`src/rtl/alu_pkg.sv`:
```
// Shared definitions for the ALU arbiter: opcodes and output-register states.
package alu_pkg;

    localparam logic [2:0] OP_ADD = 3'b000;
    localparam logic [2:0] OP_SUB = 3'b001;
    localparam logic [2:0] OP_AND = 3'b010;
    localparam logic [2:0] OP_OR  = 3'b011;
    localparam logic [2:0] OP_XOR = 3'b100;

    typedef enum logic {
        ST_EMPTY = 1'b0,
        ST_FULL  = 1'b1
    } state_t;

endpackage

```
`src/rtl/alu.sv`:
```
// Combinational ALU: add, sub, and, or, xor; illegal opcodes yield zero.
module alu
    import alu_pkg::*;
#(
    parameter int WIDTH = 32
) (
    input  logic [WIDTH-1:0] i_a,
    input  logic [WIDTH-1:0] i_b,
    input  logic [2:0]       i_sel,
    output logic [WIDTH-1:0] o_y
);

    // Opcode decode; add/sub wrap modulo 2**WIDTH.
    always_comb begin
        o_y = '0;
        case (i_sel)
            OP_ADD:  o_y = i_a + i_b;
            OP_SUB:  o_y = i_a - i_b;
            OP_AND:  o_y = i_a & i_b;
            OP_OR:   o_y = i_a | i_b;
            OP_XOR:  o_y = i_a ^ i_b;
            default: o_y = '0;
        endcase
    end

endmodule

```
`src/rtl/alu_arbiter_rr_arbiter.sv`:
```
// Combinational round-robin arbiter: first valid request at or after i_ptr wins.
module rr_arbiter #(
    parameter int NREQ = 2,
    parameter int PW   = (NREQ > 1) ? $clog2(NREQ) : 1
) (
    input  logic [NREQ-1:0] i_req,
    input  logic [PW-1:0]   i_ptr,
    input  logic            i_en,
    output logic [NREQ-1:0] o_gnt,
    output logic [PW-1:0]   o_gnt_idx,
    output logic            o_any
);

    // Scan requests from i_ptr with wrap-around and keep the first hit.
    always_comb begin
        logic [31:0] w_idx;
        o_gnt     = '0;
        o_gnt_idx = '0;
        o_any     = 1'b0;
        w_idx     = '0;
        if (i_en) begin
            for (int unsigned k = 0; k < NREQ; k++) begin
                w_idx = (32'(i_ptr) + k) % NREQ;
                if (!o_any && i_req[w_idx[PW-1:0]]) begin
                    o_any                  = 1'b1;
                    o_gnt[w_idx[PW-1:0]]   = 1'b1;
                    o_gnt_idx              = w_idx[PW-1:0];
                end
            end
        end
    end

endmodule

```
`src/rtl/alu_arbiter.sv`:
```
// Shares one ALU among NREQ requesters with a single registered response slot.
module alu_arbiter
    import alu_pkg::*;
#(
    parameter int NREQ  = 2,
    parameter int WIDTH = 32,
    parameter int IDW   = 3
) (
    input  logic                  clk,
    input  logic                  rst_n,
    input  logic [NREQ-1:0]       req_valid,
    output logic [NREQ-1:0]       req_ready,
    input  logic [NREQ*WIDTH-1:0] req_a,
    input  logic [NREQ*WIDTH-1:0] req_b,
    input  logic [NREQ*3-1:0]     req_sel,
    output logic                  resp_valid,
    input  logic                  resp_ready,
    output logic [WIDTH-1:0]      resp_y,
    output logic [IDW-1:0]        resp_id,
    output logic                  resp_err
);

    localparam int PW = (NREQ > 1) ? $clog2(NREQ) : 1;

    state_t           r_state;
    state_t           w_state_nxt;
    logic [PW-1:0]    r_rr_ptr;
    logic [WIDTH-1:0] r_resp_y;
    logic [IDW-1:0]   r_resp_id;
    logic             r_resp_err;

    logic             w_can_accept;
    logic             w_en;
    logic [NREQ-1:0]  w_gnt;
    logic [PW-1:0]    w_gnt_idx;
    logic             w_any;
    logic [PW-1:0]    w_ptr_nxt;
    logic [WIDTH-1:0] w_a;
    logic [WIDTH-1:0] w_b;
    logic [2:0]       w_sel;
    logic [WIDTH-1:0] w_y;

    // The slot is free when empty or when its result drains this cycle; nothing is accepted in reset.
    assign w_can_accept = (r_state == ST_EMPTY) || (resp_ready && resp_valid);
    assign w_en         = w_can_accept && rst_n;

    rr_arbiter #(
        .NREQ (NREQ),
        .PW   (PW)
    ) u_rr (
        .i_req     (req_valid),
        .i_ptr     (r_rr_ptr),
        .i_en      (w_en),
        .o_gnt     (w_gnt),
        .o_gnt_idx (w_gnt_idx),
        .o_any     (w_any)
    );

    assign req_ready = w_gnt;

    // Route the granted requester's operands to the shared ALU.
    always_comb begin
        w_a   = '0;
        w_b   = '0;
        w_sel = '0;
        for (int unsigned i = 0; i < NREQ; i++) begin
            if (w_gnt_idx == PW'(i)) begin
                w_a   = req_a[i*WIDTH +: WIDTH];
                w_b   = req_b[i*WIDTH +: WIDTH];
                w_sel = req_sel[i*3 +: 3];
            end
        end
    end

    alu #(
        .WIDTH (WIDTH)
    ) u_alu (
        .i_a   (w_a),
        .i_b   (w_b),
        .i_sel (w_sel),
        .o_y   (w_y)
    );

    assign w_ptr_nxt = (w_gnt_idx == PW'(NREQ - 1)) ? '0 : w_gnt_idx + 1'b1;

    // Output-slot state register.
    always_ff @(posedge clk or negedge rst_n) begin
        if (!rst_n) r_state <= ST_EMPTY;
        else        r_state <= w_state_nxt;
    end

    // A grant always refills the slot; a drain without a grant empties it.
    always_comb begin
        w_state_nxt = r_state;
        if (w_any)
            w_state_nxt = ST_FULL;
        else if (r_state == ST_FULL && resp_ready)
            w_state_nxt = ST_EMPTY;
    end

    // Capture the result and advance the round-robin pointer on each grant.
    always_ff @(posedge clk or negedge rst_n) begin
        if (!rst_n) begin
            r_rr_ptr   <= '0;
            r_resp_y   <= '0;
            r_resp_id  <= '0;
            r_resp_err <= 1'b0;
        end else if (w_any) begin
            r_rr_ptr   <= w_ptr_nxt;
            r_resp_y   <= w_y;
            r_resp_id  <= IDW'(w_gnt_idx);
            r_resp_err <= (w_sel > OP_XOR);
        end
    end

    assign resp_valid = (r_state == ST_FULL);
    assign resp_y     = r_resp_y;
    assign resp_id    = r_resp_id;
    assign resp_err   = r_resp_err;

endmodule
```
`config.mk`:
```
export PLATFORM = sky130hd
export DESIGN_NAME = alu_arbiter
export DESIGN_NICKNAME = d
export VERILOG_FILES = /design/src/rtl/alu_pkg.sv /design/src/rtl/alu.sv /design/src/rtl/alu_arbiter_rr_arbiter.sv /design/src/rtl/alu_arbiter.sv
export SDC_FILE = /design/constraint.sdc
export NUM_CORES = 1
export LEC_CHECK = 0
export BUFFER_PORTS_ARGS = -buffer_cell sky130_fd_sc_hd__buf_2
export CORE_AREA = 8 8 130 132
export DETAILED_ROUTE_END_ITERATION = 10
export DIE_AREA = 0 0 138 140
export HOLD_SLACK_MARGIN = 0.03
export MAX_ROUTING_LAYER = met4
export PLACE_DENSITY_LB_ADDON = 0.2
export SLEW_MARGIN = 40
export SYNTH_ARGS = -nofsm -noshare
export SYNTH_HDL_FRONTEND = slang
export SYNTH_SLANG_ARGS = --single-unit
```
`constraint.sdc`:
```
create_clock -name clk -period 6 [get_ports clk]
set_input_delay 1.2 -clock clk [delete_from_list [all_inputs] [get_ports clk]]
set_output_delay 1.2 -clock clk [all_outputs]
set_load 0.01 [all_outputs]
```
### Word-level counts from Yosys, hierarchy flattened

Cells that the tools add are included.

| storage, ports and cells | value |
|---|---|
| bits of input ports | 139 |
| register bits | 36 |
| output and inout port bits | 39 |

| cells by class | value |
|---|---|
| add/sub/neg operators | 4 |
| bitwise logic cells | 5 |
| order comparisons | 5 |
| multiplexer cells | 26 |
| reductions and logical operators | 9 |
| equality and inequality tests | 4 |

Operator list:

| operator | count |
|---|---|
| 32-bit one-hot mux with 5 select lines | 1 |
| 32-bit two-way mux | 2 |
| 32-bit adder | 1 |
| 32-bit bitwise AND | 1 |
| 32-bit OR | 1 |
| 32-bit subtractor | 1 |
| 32-bit bitwise XOR | 1 |
| 1-bit two-way mux | 16 |
| 2-bit two-way mux | 4 |
| 3-bit by 2-bit == test with 1-bit output, second input constant | 2 |
| 1-bit logical AND | 5 |
| 1-bit by 2-bit < comparator with 1-bit output, second input constant | 2 |
| 3-bit by 1-bit == test with 1-bit output, second input constant | 1 |
| 3-bit == test, second input constant | 1 |
| 3-bit greater-than comparator, second input constant | 1 |
| 3-bit zero test | 1 |
| 3-bit two-way mux | 1 |
| 1-bit adder, second input constant | 2 |
| 1-bit demux with 1-bit select | 2 |
| 1-bit >= comparator, second input constant | 2 |
| 2-bit OR | 1 |
| 2-bit nonzero test | 1 |
| 1-bit zero test | 1 |
| 1-bit logical OR | 1 |
| 1-bit NOT | 1 |

### Depth between registers and ports, before layout

| logic depth | value |
|---|---|
| depth after elaboration | 11 |
| mapped depth | 19 |

### Modules after synthesis

From an unflattened synthesis, not the netlist that was laid out.

| second synthesis, totals | value |
|---|---|
| cell total of the unflattened synthesis | 766 |
| area total of the unflattened synthesis | 6512.5 um^2 |

By module, submodules not included:

| module | area an instance (um^2) | cells an instance | times used | sequential area each (um^2) |
|---|---|---|---|---|
| alu | 4085.2 | 600 | 1 | 0.0 |
| alu_arbiter | 2393.5 | 159 | 1 | 900.9 |
| rr_arbiter | 33.8 | 7 | 1 | 0.0 |

### Least setup slack after synthesis

OpenSTA, ideal clock, no wires.

| timing | value |
|---|---|
| path kind | input to register |
| from | input port resp_ready |
| to | register r_resp_y[30], in the netlist resp_y[30] |
| data arrival time | 5.084 ns |
| stages | 17 |
| buffers on the path | 5 |
| required time | 5.880 ns |
| path slack | 0.796 ns |
| setup time | 0.120 ns |
| cells stage by stage | nand2b_1 -> nand4_4 -> buf_4 -> buf_4 -> buf_2 -> buf_2 -> buf_2 -> mux2i_1 -> inv_1 -> ha_1 -> a211oi_1 -> a211oi_1 -> o311a_1 -> o211ai_2 -> a21oi_1 -> or4_1 -> a31o_1 |

| between the ends | value |
|---|---|
| cells in the longest elaborated chain, start to end | 7 |
| elaborated cells on any way between the ends | 19 |

RTL lines:

| item | RTL line | RTL |
|---|---|---|
| start, declared | alu_arbiter.sv:17 | `input logic resp_ready,` |
| 1-bit logical AND * | alu_arbiter.sv:44 | `assign w_can_accept = (r_state == ST_EMPTY) \|\| (resp_ready && resp_valid);` |
| 1-bit logical OR * | alu_arbiter.sv:44 |  |
| 1-bit logical AND * | alu_arbiter.sv:45 | `assign w_en = w_can_accept && rst_n;` |
| 1-bit two-way mux | alu_arbiter_rr_arbiter.sv:21 | `if (i_en) begin` |
| 32-bit two-way mux / 3-bit two-way mux (equally long branches) | alu_arbiter.sv:67 | `if (w_gnt_idx == PW'(i)) begin` |
| 32-bit subtractor, or another cell as far along | alu.sv:18 | `OP_SUB: o_y = i_a - i_b;` |
| 32-bit one-hot mux with 5 select lines | alu.sv:16 | `case (i_sel)` |
| end signal, assigned | alu_arbiter.sv:110 | `r_resp_y <= w_y;` |
| end, declared | alu_arbiter.sv:28 | `logic [WIDTH-1:0] r_resp_y;` |

Every way passes the cells marked *; elsewhere a longest branch is shown, timed or not.
A chain may end at the register's enable or synchronous reset.

### Worst setup path after layout

| timing | value |
|---|---|
| from | input port resp_ready |
| to | register r_resp_y[28], in the netlist resp_y[28] |

Same word-level chain as after synthesis.

==> key figures <==
Critical path
  – CP dominant cell by count: a211oi_1
  – CP required: 6.17 ns
  – Crit path to: resp_y[28]$_DFFE_PN0P_
  – Critical path buffer and inverter count: 2
  – Crit path launch: resp_ready
  – Startpoint Class: input port
  – Crit-path cells: buf_2 > nand2b_1 > nand4_4 > inv_2 > mux2_2 > nand2_1 > o311ai_0 > xnor2_1 > ha_1 > nor2b_1 > o21bai_1 > a211oi_1 > o311a_1 > o211ai_2 > a211oi_1 > nor4_1 > or3b_1
  – Worst r2r path cells: 16
  – Largest stage delay, worst path: 0.45 ns
  – WP depth: 17
  – Top delay family on crit path: compound AO/OA/AOI/OAI gates
  – RR Startpoint: resp_valid$_DFFE_PN0P_
  – Worst setup path class: in2reg
  – Critical Path Fanout Max: 15
  – Worst EP arrival: 5.57 ns
  – Nature of the critical path endpoint: register
  – FF-to-FF End: resp_y[28]$_DFFE_PN0P_
  – Slowest stage cell, crit path: a211oi_1
  – Reg2reg setup slack: 1.22 ns

Clock network
  – CTS tree: yes
  – CTS H-Tree Depth: 2
  – # clock sinks: 36
  – Cts repair resizes: 0
  – Post-CTS setup buffers: 0
  – CTS buffer count: 5
  – Worst-path clk slew: 0.07 ns
  – Hold-fix buffers, CTS: 0
  – Clock Path Buffers: 2
  – CTS root buf: clkbuf_16
  – Clock Latency Late Sink: 0.30 ns

Floorplan
  – Die area: 19,300 um2
  – Cell Rows: 45
  – # IOs: 178
  – Die W: 138 um
  – Starting Density: 43.7%
  – Chip height: 140 um
  – Core area: 14,900 um2

Logic synthesis
  – Mux contribution to synthesized area: 13.1%
  – Cells after synthesis: 815
  – Fraction of the mapped netlist area in adder cells: 18.2%
  – Number of flops mapped to enable cells by yosys: 0
  – Post-synthesis sequential area ratio: 13.9%
  – Distinct cell type count after synthesis: 75
  – Yosys synthesis warning count: 0
  – Async set-reset flop share out of synthesis: 100%
  – Xor/xnor share of the synthesized area: 7.15%
  – Post-Syn Area: 6490 um2
  – Yosys reg bits: 36
  – Post-synth top flop: dfrtp_1
  – Post-Synth Simple-Gate Area: 15.4%
  – Main combinational cell family by area after synthesis: compound AO/OA/AOI/OAI gates
  – Avg Inst Size Synth: 7.97 um2
  – Compound-gate portion of the synthesized area: 25.4%

Global route
  – First-pass GRT wire length: 35.7 mm
  – Vias in the first global route: 6,953
  – Initial antenna violation count: 0
  – Largest net degree at the start of global routing: 48
  – Total congestion overflow: 0
  – Total track usage: 22.7%

Routing
  – Wire per inst: 18.8 um
  – Via density: 5.82
  – Routed Antenna Nets: 0
  – Total number of vias: 6,776
  – Drt total wl: 21.9 mm
  – DRT iter0 DRCs: 452
  – Drt first pass iters: 5
  – DRC: 0

STA
  – Worst rel slew slack: 39.5%
  – RSZ-0062 raised after global routing: no
  – Least-Margin Pin Slew: 0.907 ns
  – Final setup violation count: 0
  – Total negative setup slack: 0 ns
  – Fin. max-slew vios: 0
  – Crit path time final: 5.39 ns
  – Hold Slack: 0.473 ns
  – Final hold vios: 0
  – Period utilization: 89.9%
  – Final Skew: 0.00655 ns
  – Fmax: 185 MHz

Hold path
  – Hold Crit Class: reg2reg
  – HP Start: resp_y[8]$_DFFE_PN0P_

Placement
  – HPWL Detailed: 17.3 mm
  – Gp weighted congestion: 0.957
  – Port Buffers: 175

Status
  – Status: finished clean

Cells and area
  – Share of cells above drive strength 1: 23.8%
  – # nets final: 1,208
  – # fillers: 1,461
  – Area Growth Syn to Fin: 19.4%
  – Diodes inserted: 0

Pwr
  – Maximum vdd drop: 113 uV
  – Leakage: 4.12 nW
  – PD cells: 210 nW/um2

Job
  – Max Cap Violations: 0
## Yosys cell counts, types with 3 or more instances
| cell type | n | area share [%] |
|---|---|---|
| ha_1 | 93 | 18 |
| mux2i_1 | 73 | 11 |
| inv_1 | 68 | 3.9 |
| nand2_1 | 53 | 3.1 |
| o21ai_0 | 50 | 3.9 |
| a21oi_1 | 47 | 3.6 |
| xnor2_1 | 46 | 6.2 |
| a22oi_1 | 43 | 5.0 |
| dfrtp_1 | 36 | 14 |
| nor2_1 | 35 | 2.0 |
| o22ai_1 | 25 | 2.4 |
| nor3_1 | 17 | 1.3 |
| a21o_1 | 16 | 1.9 |
| clkbuf_1 | 16 | 0.93 |
| buf_2 | 14 | 1.1 |
| nor4_1 | 14 | 1.3 |
| nand2b_1 | 13 | 1.3 |
| nand3_1 | 12 | 0.93 |
| a211oi_1 | 9 | 1.0 |
| a31oi_1 | 8 | 0.77 |
| o21bai_1 | 7 | 0.81 |
| xor2_1 | 7 | 0.94 |
| and2_1 | 6 | 0.58 |
| o21a_1 | 6 | 0.69 |
| or3_1 | 6 | 0.58 |
| buf_1 | 5 | 0.29 |
| mux2_2 | 5 | 0.87 |
| o211ai_1 | 5 | 0.58 |
| o21ai_1 | 5 | 0.39 |
| a22o_1 | 4 | 0.54 |
| and3_1 | 4 | 0.39 |
| buf_4 | 4 | 0.46 |
| nand4_1 | 4 | 0.39 |
| or2_2 | 4 | 0.39 |
| mux2i_2 | 3 | 0.64 |
| nor2b_1 | 3 | 0.29 |
| or4_1 | 3 | 0.35 |
## state kept, by name, summed over array words and instances (netlist names)
name / count
r_rr_ptr: 1
resp_id: 1
resp_err: 1
resp_valid: 1
resp_y: 32
## worst register-to-register path, cell delays in order, from the launching register on
cell and delay (ns):
dfrtp_1 0.38, nand2b_1 0.19, nand4_4 0.27, inv_2 0.39, mux2_2 0.40, nand2_1 0.29, o311ai_0 0.25, xnor2_1 0.18
ha_1 0.35, nor2b_1 0.21, o21bai_1 0.13, a211oi_1 0.45, o311a_1 0.28, o211ai_2 0.12, a211oi_1 0.31, nor4_1 0.08
or3b_1 0.37
## worst min-delay path by stage
stage          cells past startpoint  slack (ns)                      to
3_5_place_dp                       1        0.46   resp_y[2]$_DFFE_PN0P_
6_report                           2        0.47   resp_y[8]$_DFFE_PN0P_
5_1_grt                            1        0.50   resp_y[2]$_DFFE_PN0P_
2_1_floorplan                      1        0.47    r_rr_ptr$_DFFE_PN0P_
3_3_place_gp                       2        0.46  resp_id[0]$_DFFE_PN0P_
4_1_cts                            1        0.48   resp_y[2]$_DFFE_PN0P_
## power breakdown
group          total, mW  switching [mW]  internal, mW
clock              0.325           0.128         0.196
combinational      0.977           0.566         0.411
sequential         0.330          0.0340         0.296
## kinds of logic (layout without fill, tap and decap cells)
kind of cell	after synthesis	after routing
AOI/OAI and AO/OA	250	250
xor gates and xnor gates	53	53
adders and majority gates	94	94
buffers and inverters	109	269
DFF	36	36
muxes	82	82
other	1	2
and+or+nand+nor	190	190
## placed cells by master (no fill, tap or decap), types with 25 or more instances in the layout
cell / synthesis / routed
nor2_1: 35 / 35
ha_1: 93 / 93
inv_1: 68 / 68
buf_2: 14 / 175
dfrtp_1: 36 / 36
xnor2_1: 46 / 46
mux2i_1: 73 / 71
o22ai_1: 25 / 25
a22oi_1: 43 / 43
nand2_1: 53 / 53
o21ai_0: 50 / 50
a21oi_1: 47 / 47
## metal layers
metal	wire length [um]	GRT usage [%]	vias up
met2	10200	37.3	247
li1	-	-	3309
met5	0	-	-
met3	1210	3.45	44
met4	585	7.67	0
met1	9950	28.0	3176
## stage by stage
step	instances	cell area (um2)	utilization, %	setup WS, ns	power, mW
floorplan	816	6500	-	0.796	0.998
global placement	1156	7580	51.0	0.436	1.30
detailed placement	1156	7590	51.1	0.302	1.30
CTS	1164	7750	52.2	0.615	1.63
global route	1164	7750	52.2	0.230	1.76
finish	1164	7750	52.2	0.609	1.63
## cell type report
class | count | area (um2) | area share [%]
timing repair buffer | 191 | 1010 | 13.0
clock inverter | 2 | 35.0 | 0.452
clock buffer | 6 | 129 | 1.66
inverter | 70 | 263 | 3.39
tap | 188 | 235 | 3.03
multi-input combinational | 671 | 5180 | 66.8
sequential | 36 | 901 | 11.6
No activity file was read; power rests on OpenSTA's default activity.
